### src/rtl/mul_share_arbiter.sv
// mul_share_arbiter: round-robin sharing of one WxW multiplier tree between two requesters,
// fixed two-cycle latency. Optional requester-1 lock mode is enabled by `MULARB_LOCK_EN.
module mul_share_arbiter #(
   parameter int W = 58
) (
   input  logic           clk,
   input  logic           reset,
   input  logic           req0_valid,
   input  logic [W-1:0]   req0_a,
   input  logic [W-1:0]   req0_b,
   output logic           req0_ready,
   input  logic           req1_valid,
   input  logic [W-1:0]   req1_a,
   input  logic [W-1:0]   req1_b,
   output logic           req1_ready,
`ifdef MULARB_LOCK_EN
   input  logic           req1_lock,
`endif
   output logic [W-1:0]   mul_a,
   output logic [W-1:0]   mul_b,
   input  logic [2*W-1:0] mul_p,
   output logic           resp0_valid,
   output logic           resp1_valid,
   output logic [2*W-1:0] resp_prod,
   output logic           busy
);

   logic rr;
   logic locked;
   logic lock_exit;
   logic accept;
   logic v1, v2;
   logic tag1, tag2;

`ifdef MULARB_LOCK_EN
   // state | meaning
   // ARB   | round-robin between both requesters
   // LOCK1 | requester 1 owns the multiplier, requester 0 stalled
   localparam logic [0:0] ST_ARB   = 1'b0;
   localparam logic [0:0] ST_LOCK1 = 1'b1;

   logic [0:0] state;

   always_ff @(posedge clk) begin
      if (reset) begin
         state <= ST_ARB;
      end else begin
         case (state)
            ST_ARB:  if (req1_ready && req1_lock) state <= ST_LOCK1;
            default: if (!req1_lock) state <= ST_ARB;
         endcase
      end
   end

   assign locked    = (state == ST_LOCK1);
   // a req1 accept with lock low and lock dropping while idle both reduce to lock low
   assign lock_exit = locked && !req1_lock;
`else
   assign locked    = 1'b0;
   assign lock_exit = 1'b0;
`endif

   always_comb begin
      req0_ready = 1'b0;
      req1_ready = 1'b0;
      if (locked) begin
         req1_ready = req1_valid;
      end else if (req0_valid && req1_valid) begin
         req0_ready = ~rr;
         req1_ready = rr;
      end else begin
         req0_ready = req0_valid;
         req1_ready = req1_valid;
      end
   end

   assign accept = req0_ready | req1_ready;

   always_ff @(posedge clk) begin
      if (reset) begin
         rr        <= 1'b0;
         v1        <= 1'b0;
         v2        <= 1'b0;
         tag1      <= 1'b0;
         tag2      <= 1'b0;
         mul_a     <= '0;
         mul_b     <= '0;
         resp_prod <= '0;
      end else begin
         v1   <= accept;
         v2   <= v1;
         tag2 <= tag1;
         // operands only load on accept so the tree inputs stay quiet when idle
         if (accept) begin
            tag1  <= req1_ready;
            mul_a <= req1_ready ? req1_a : req0_a;
            mul_b <= req1_ready ? req1_b : req0_b;
            rr    <= req0_ready;
         end
         if (lock_exit) rr <= 1'b0;
         if (v1) resp_prod <= mul_p;
      end
   end

   assign resp0_valid = v2 & ~tag2;
   assign resp1_valid = v2 & tag2;
   assign busy        = v1 | v2;

endmodule

### config.mk
export PLATFORM = sky130hd
export DESIGN_NAME = mul_share_arbiter
export DESIGN_NICKNAME = d
export VERILOG_FILES = /design/src/rtl/mul_share_arbiter.sv
export SDC_FILE = /design/constraint.sdc
export NUM_CORES = 1
export LEC_CHECK = 0
export ABC_CLOCK_PERIOD_IN_PS = 2100
export CAP_MARGIN = 10
export CORE_AREA = 2 2 231 233
export DETAILED_ROUTE_END_ITERATION = 8
export DIE_AREA = 0 0 233 235
export PLACE_DENSITY = 0.52
export SLEW_MARGIN = 20
export SYNTH_ARGS = -nofsm -noshare
export SYNTH_HDL_FRONTEND = slang
export SYNTH_SLANG_ARGS = --single-unit
### constraint.sdc
create_clock -name clk -period 2.1 [get_ports clk]
set_input_delay 0.525 -clock clk [delete_from_list [all_inputs] [get_ports clk]]
set_output_delay 0.525 -clock clk [all_outputs]
set_load 0.01 [all_outputs]
==> results.md, run 1 <==
- Fin. max-slew vios: 0
- P&R area growth vs syn: 89.16%
- Fin crit share: 97.77%
- Hold crit path type: input port to register
- Seq pwr share: 41.6%
- Switching share of total power: 24.28%
- Antenna diodes: 0
- Max incr delay on CP: 0.50 ns
- Cells after Synth: 783
- Worst slew pin tran: 0.8947 ns
- Static Leakage: 0.006442 µW
- Synth unique cells: 19
- Clk_lat worst skew: 0.55 ns
- Final WL: 35,950 µm
- Initial antenna violation count: 2
- Share of cells above drive strength 1: 6.304%
- Most frequent cells in the layout: clkdlybuf4s50_1 (577), dfxtp_1 (235), nor2_1 (119)
- Clock sink total: 237
- Vias: 8,288
- Setup crit start kind: input port
- Final Non-Filler Cells: 2,084
- Clock root cell: clkbuf_16
- F_max: 0.4871 GHz
- Synth warnings: 0
- Setup CP Type: input port to output port
- Syn Std Cell Area: 8672 µm²
- TritonCTS clock tree: done
- Status: completed
- Critical Path Slowest Stage Cell: clkdlybuf4s50_1
- Largest net degree at the start of global routing: 118
- First-pass GRT wire length: 51,920 µm
- Total track usage: 12.22%
- Setup violators final: 0
- Pint: 9080 µW
- Crit. End Element: output port
- Share of the synthesized area in the top cell type: 54.71%
- Maximum clock path buffer count: 3
- Worst hold slack: 0.2449 ns
- GRT overflow: 0
- Clock power share: 39.4%
- P per Cell Area: 731.0 nW/µm²
- Net Switching: 2911 µW
- WP data required: 1.57 ns
- Mapped Nets: 1,135
- Chip height: 235 µm
- R2r setup slk: 0.51 ns
- RSZ-0062 raised after global routing: false
- Final routed DRC violation total: 0
- Syn Area/Cell: 11.08 µm²
- Power after layout: 11,990 µW
- Critical Path, Cell by Cell: clkdlybuf4s50_1, nand2b_1, and2_1, dlygate4sd2_1
- Synth area leaders: dfxtp_1 (55%), a221o_1 (13%), mux2i_1 (13%)
- DR iter-0 viols: 236
- CP Max Fanout: 3
- Die span in x: 233 µm
- Area of the core: 52,240 µm²
- Detailed Routing Iterations Pass 1: 4
- Most common cell after layout, fill and taps aside: clkdlybuf4s50_1
- Sequential fraction of the synthesis area: 54.71%
- Via density: 3.977
- WP data arrival: 1.53 ns
- Max Cap Violations: 0
- Die area: 54,760 µm²
- Layout Nets: 1,727
- CTS H-tree depth: 1
- Vias in the first global route: 8,353
- Placer Congestion: 0.7802
- Combinational share of power: 19.0%
- Synth Register Bits: 237
- Antenna viol nets, final: 0
- Initial core utilization: 16.60%
- DP Wirelength: 27,510 µm
- Maximum vdd drop: 0.5104 mV
- IO Pins: 589
- Num CTS Buffers: 28
- Port buffer count: 588
- DR WL/cell: 17.25 µm
- Final Hold Violating Endpoints: 0
- Final setup TNS: 0 ns
- Min Tclk post-route: 2.053 ns
- Slew headroom: 40.35%
- Worst Skew: 0.008455 ns
- Placed Cells: 2,033
- Num rows: 84
- Clock transition at the registers of the reported paths: 0.06 ns
- Cell accounting for the most synthesized area: dfxtp_1
==> synth_stat cells <==
cell type / count
dfxtp_1: 237
nor2_1: 119
and2_1: 118
a221o_1: 116
mux2i_1: 116
buf_2: 27
clkbuf_1: 23
buf_6: 6
clkbuf_2: 5
buf_1: 4
nor2b_1: 3
nand2b_1: 2
a21boi_2: 1
a21oi_1: 1
and3b_1: 1
nor2b_4: 1
nor3_1: 1
nor3_2: 1
or2_2: 1
==> kinds of logic (layout without fill, tap and decap cells) <==
family / count (synthesis) / after routing / share of synthesized area [%]
compound gates: 118 / 118 / 13.58
buf+inv: 65 / 678 / 3.794
flops: 237 / 237 / 54.71
mux: 116 / 116 / 13.39
simple gates: 247 / 247 / 14.53
==> critical path, delay by kind of cell <==
| family | cells | cell delay, ns |
|---|---|---|
| buffers and inverters | 2 | 0.78 |
| and+or+nand+nor | 2 | 0.23 |
==> timing repair <==
item                                    in CTS  in global routing
setup buffers                                0                  0
hold buffers                                 0                  0
endpoints found under the setup margin       9                  1
gates resized for setup                     10                  1
==> power by group through the flow <==
stage	combinational [µW]	clock, µW	sequential [µW]
finish	2270	4730	4990
global route	2420	5070	5030
CTS	2310	4900	5000
detailed placement	2310	0	5080
global placement	2290	0	5080
floorplan	594	0	5210
==> through the flow <==
| step | instance area, µm² | util (%) | setup WS (ns) |
|---|---|---|---|
| CTS | 16400 | 31.40 | 0.005509 |
| finish | 16400 | 31.41 | 0.04688 |
| floorplan | 8672 | - | 0.3797 |
| global route | 16400 | 31.41 | 0.01023 |
| detailed placement | 15520 | 29.71 | -0.1829 |
| global placement | 15520 | 29.71 | -0.1861 |
==> layer usage <==
metal | global-route usage [%] | part of all wire [%] | vias to the layer above
met4 | 3.532 | 2.3 | 2
met3 | 4.187 | 10 | 45
met2 | 22.21 | 50 | 408
met1 | 13.27 | 38 | 3842
li1 | - | - | 3991
met5 | 0 | 0.031 | -
==> worst paths after layout <==
check                           cells past startpoint                          to                       start
worst min register to register                      2  resp_prod[71]$_SDFFE_PP0P_  resp_prod[71]$_SDFFE_PP0P_
worst max-delay path                                4                  req1_ready                  req0_valid
worst min-delay path                                2             rr$_SDFFE_PP0P_                       reset
worst max register to register                      3  resp_prod[39]$_SDFFE_PP0P_               v1$_SDFF_PP0_
==> flip-flops by register name (all words and copies together), names as in the netlist <==
name and count:
mul_a 58, resp_prod 116, v2 1, v1 1, rr 1, tag1 1
mul_b 58, tag2 1
==> layout make-up <==
cell class / instances / area (µm²)
Multi-Input combinational cell: 481 / 3608
Tap cell: 688 / 860.8
Clock buffer: 47 / 873.3
Sequential cell: 237 / 4750
Clock inverter: 4 / 20.02
Timing Repair Buffer: 627 / 6292
Fill cell: 5379 / 35830
(Power assumes the default switching activity.)
==> run 2, diff against run 1 <==
MAX_ROUTING_LAYER = met4   (was unset)
==> results.md, run 2 (synthesized netlist as in run 1, its figures left out) <==
- Static Leakage: 0.006442 µW (about the same)
- Largest net degree at the start of global routing: 118 (unchanged)
- Layout Nets: 1,727 (unchanged)
- DR iter-0 viols: 215 (-8.9%)
- Antenna viol nets, final: 0 (unchanged)
- Top routing layer in use: met4
- Top delay family on crit path: buffers and inverters
- CTS H-tree depth: 1 (unchanged)
- Final Util: 31.41% (about the same)
- Setup crit start kind: input port
- Max incr delay on CP: 0.50 ns (about the same)
- P&R area growth vs syn: 89.19% (about the same)
- Critical Path, Cell by Cell: clkdlybuf4s50_1, nand2b_1, and2_1, dlygate4sd2_1
- Most frequent cells in the layout: clkdlybuf4s50_1 (577), dfxtp_1 (235), nor2_1 (119)
- Die span in x: 233 µm (unchanged)
- Placer Congestion: 0.7909 (+1.4%)
- Clock root cell: clkbuf_16
- Chip height: 235 µm (unchanged)
- Max FFs per register: 116 (unchanged)
- Die area: 54,760 µm² (unchanged)
- Top flop regs: resp_prod x116, mul_a x58, mul_b x58
- Slew headroom: 41.33% (+0.98 points)
- GRT overflow: 0 (unchanged)
- Placed Cells: 2,033 (unchanged)
- Final Hold Violating Endpoints: 0 (unchanged)
- Met3 WL post-DR: 3328 µm (-8.5%)
- Setup CP Type: input port to output port
- Clock transition at the registers of the reported paths: 0.05 ns (about the same)
- Status: completed
- CP Max Fanout: 3 (unchanged)
- WP data required: 1.57 ns (about the same)
- Register area: 4750 µm² (unchanged)
- Cts-stage hold buffer count: 0 (unchanged)
- F_max: 0.4874 GHz (about the same)
- Area of the core: 52,240 µm² (unchanged)
- Fin crit share: 97.70% (about the same)
- Initial core utilization: 16.60% (unchanged)
- First-pass GRT wire length: 51,700 µm (-0.41%)
- Max Cap Violations: 0 (unchanged)
- Worst Skew: 0.01044 ns (+0.001981 ns)
- P per Cell Area: 730.5 nW/µm² (about the same)
- Port buffer count: 588 (unchanged)
- Final Non-Filler Cells: 2,085 (+0.048%)
- Layout fillers: 5,380 (+0.019%)
- Total track usage: 12.58% (+0.36 points)
- Setup violators final: 0 (unchanged)
- Min Tclk post-route: 2.052 ns (-0.001378 ns)
- Num rows: 84 (unchanged)
- Fin. max-slew vios: 0 (unchanged)
- Metal2 WL: 17,860 µm (-0.26%)
- Maximum clock path buffer count: 3 (unchanged)
- Most common cell after layout, fill and taps aside: clkdlybuf4s50_1
- Num CTS Buffers: 28 (unchanged)
- Clock sink total: 237 (unchanged)
- Via density: 3.960 (-0.43%)
- Maximum vdd drop: 0.5121 mV (+0.32%)
- Detailed Routing Iterations Pass 1: 4 (unchanged)
- Area occupied by multi-input gates: 3608 µm² (unchanged)
- Worst hold slack: 0.2446 ns (-0.0002880 ns)
- Vias in the first global route: 8,390 (+0.44%)
- Critical Path Slowest Stage Cell: clkdlybuf4s50_1
- Crit. End Element: output port
- Initial antenna violation count: 2 (unchanged)
- IO Pins: 589 (unchanged)
- Clk_lat worst skew: 0.55 ns (about the same)
- TritonCTS clock tree: done
- Final routed DRC violation total: 0 (unchanged)
- Vias: 8,256 (-0.39%)
- RSZ-0062 raised after global routing: false
- Worst slew pin tran: 0.8801 ns (-0.01463 ns)
- WP buf/inv: 2 (unchanged)
- DR WL/cell: 17.24 µm (about the same)
- DP Wirelength: 27,510 µm (unchanged)
- Most flops, register: resp_prod
- Share of cells above drive strength 1: 6.304% (unchanged)
- Hold crit path type: input port to register
- Final WL: 35,940 µm (about the same)
- WL met1: 13,900 µm (+2.5%)
- WP data arrival: 1.53 ns (about the same)
[run 2: cell count changes in the layout (fill, tap and decap cells not counted), sizes merged]
cell	change
diode	+1
[run 2: cell type report]
cell class | instances | share of cell area, %
antenna | 1 | 0.01525
clock buffer | 47 | 5.323
clock inverter | 4 | 0.1220
multi-input combinational | 481 | 21.99
sequential | 237 | 28.95
tap | 688 | 5.247
timing repair buffer | 627 | 38.35
[run 2: path summary, 6_finish.rpt]
check,slack [ns],depth (start not counted),from,to
setup / recovery,0.05,4,req0_valid,req1_ready
hold / removal,0.24,2,reset,rr$_SDFFE_PP0P_
setup reg to reg,0.51,3,v1$_SDFF_PP0_,resp_prod[39]$_SDFFE_PP0P_
hold reg to reg,0.49,2,resp_prod[70]$_SDFFE_PP0P_,resp_prod[70]$_SDFFE_PP0P_
[run 2: routing by layer]
layer / vias up / track usage (%)
li1: 3988 / -
met2: 404 / 22.15
met1: 3817 / 13.61
met4: 0 / 3.629
met5: - / -
met3: 47 / 3.641
[run 2: repair_timing]
item,in CTS,in global routing
setup buffers,0,0
gates resized for setup,10,1
endpoints found under the hold margin,0,0
endpoints found under the setup margin,9,1
[run 2: stage by stage]
step	total power (µW)	cell area, µm²	setup WS (ns)	setup TNS [ns]
finish	11980	16410	0.04826	0
global route	12520	16410	0.01021	0
CTS	12200	16400	0.005509	0
detailed placement	7387	15520	-0.1829	-13.02
global placement	7376	15520	-0.1861	-12.04
floorplan	5802	8672	0.3797	0
[run 2: report_power, final]
group / switching (µW) / internal [µW]
clock network: 1920 / 2800
registers: 168 / 4820
logic: 818 / 1460
total: 2900 / 9080
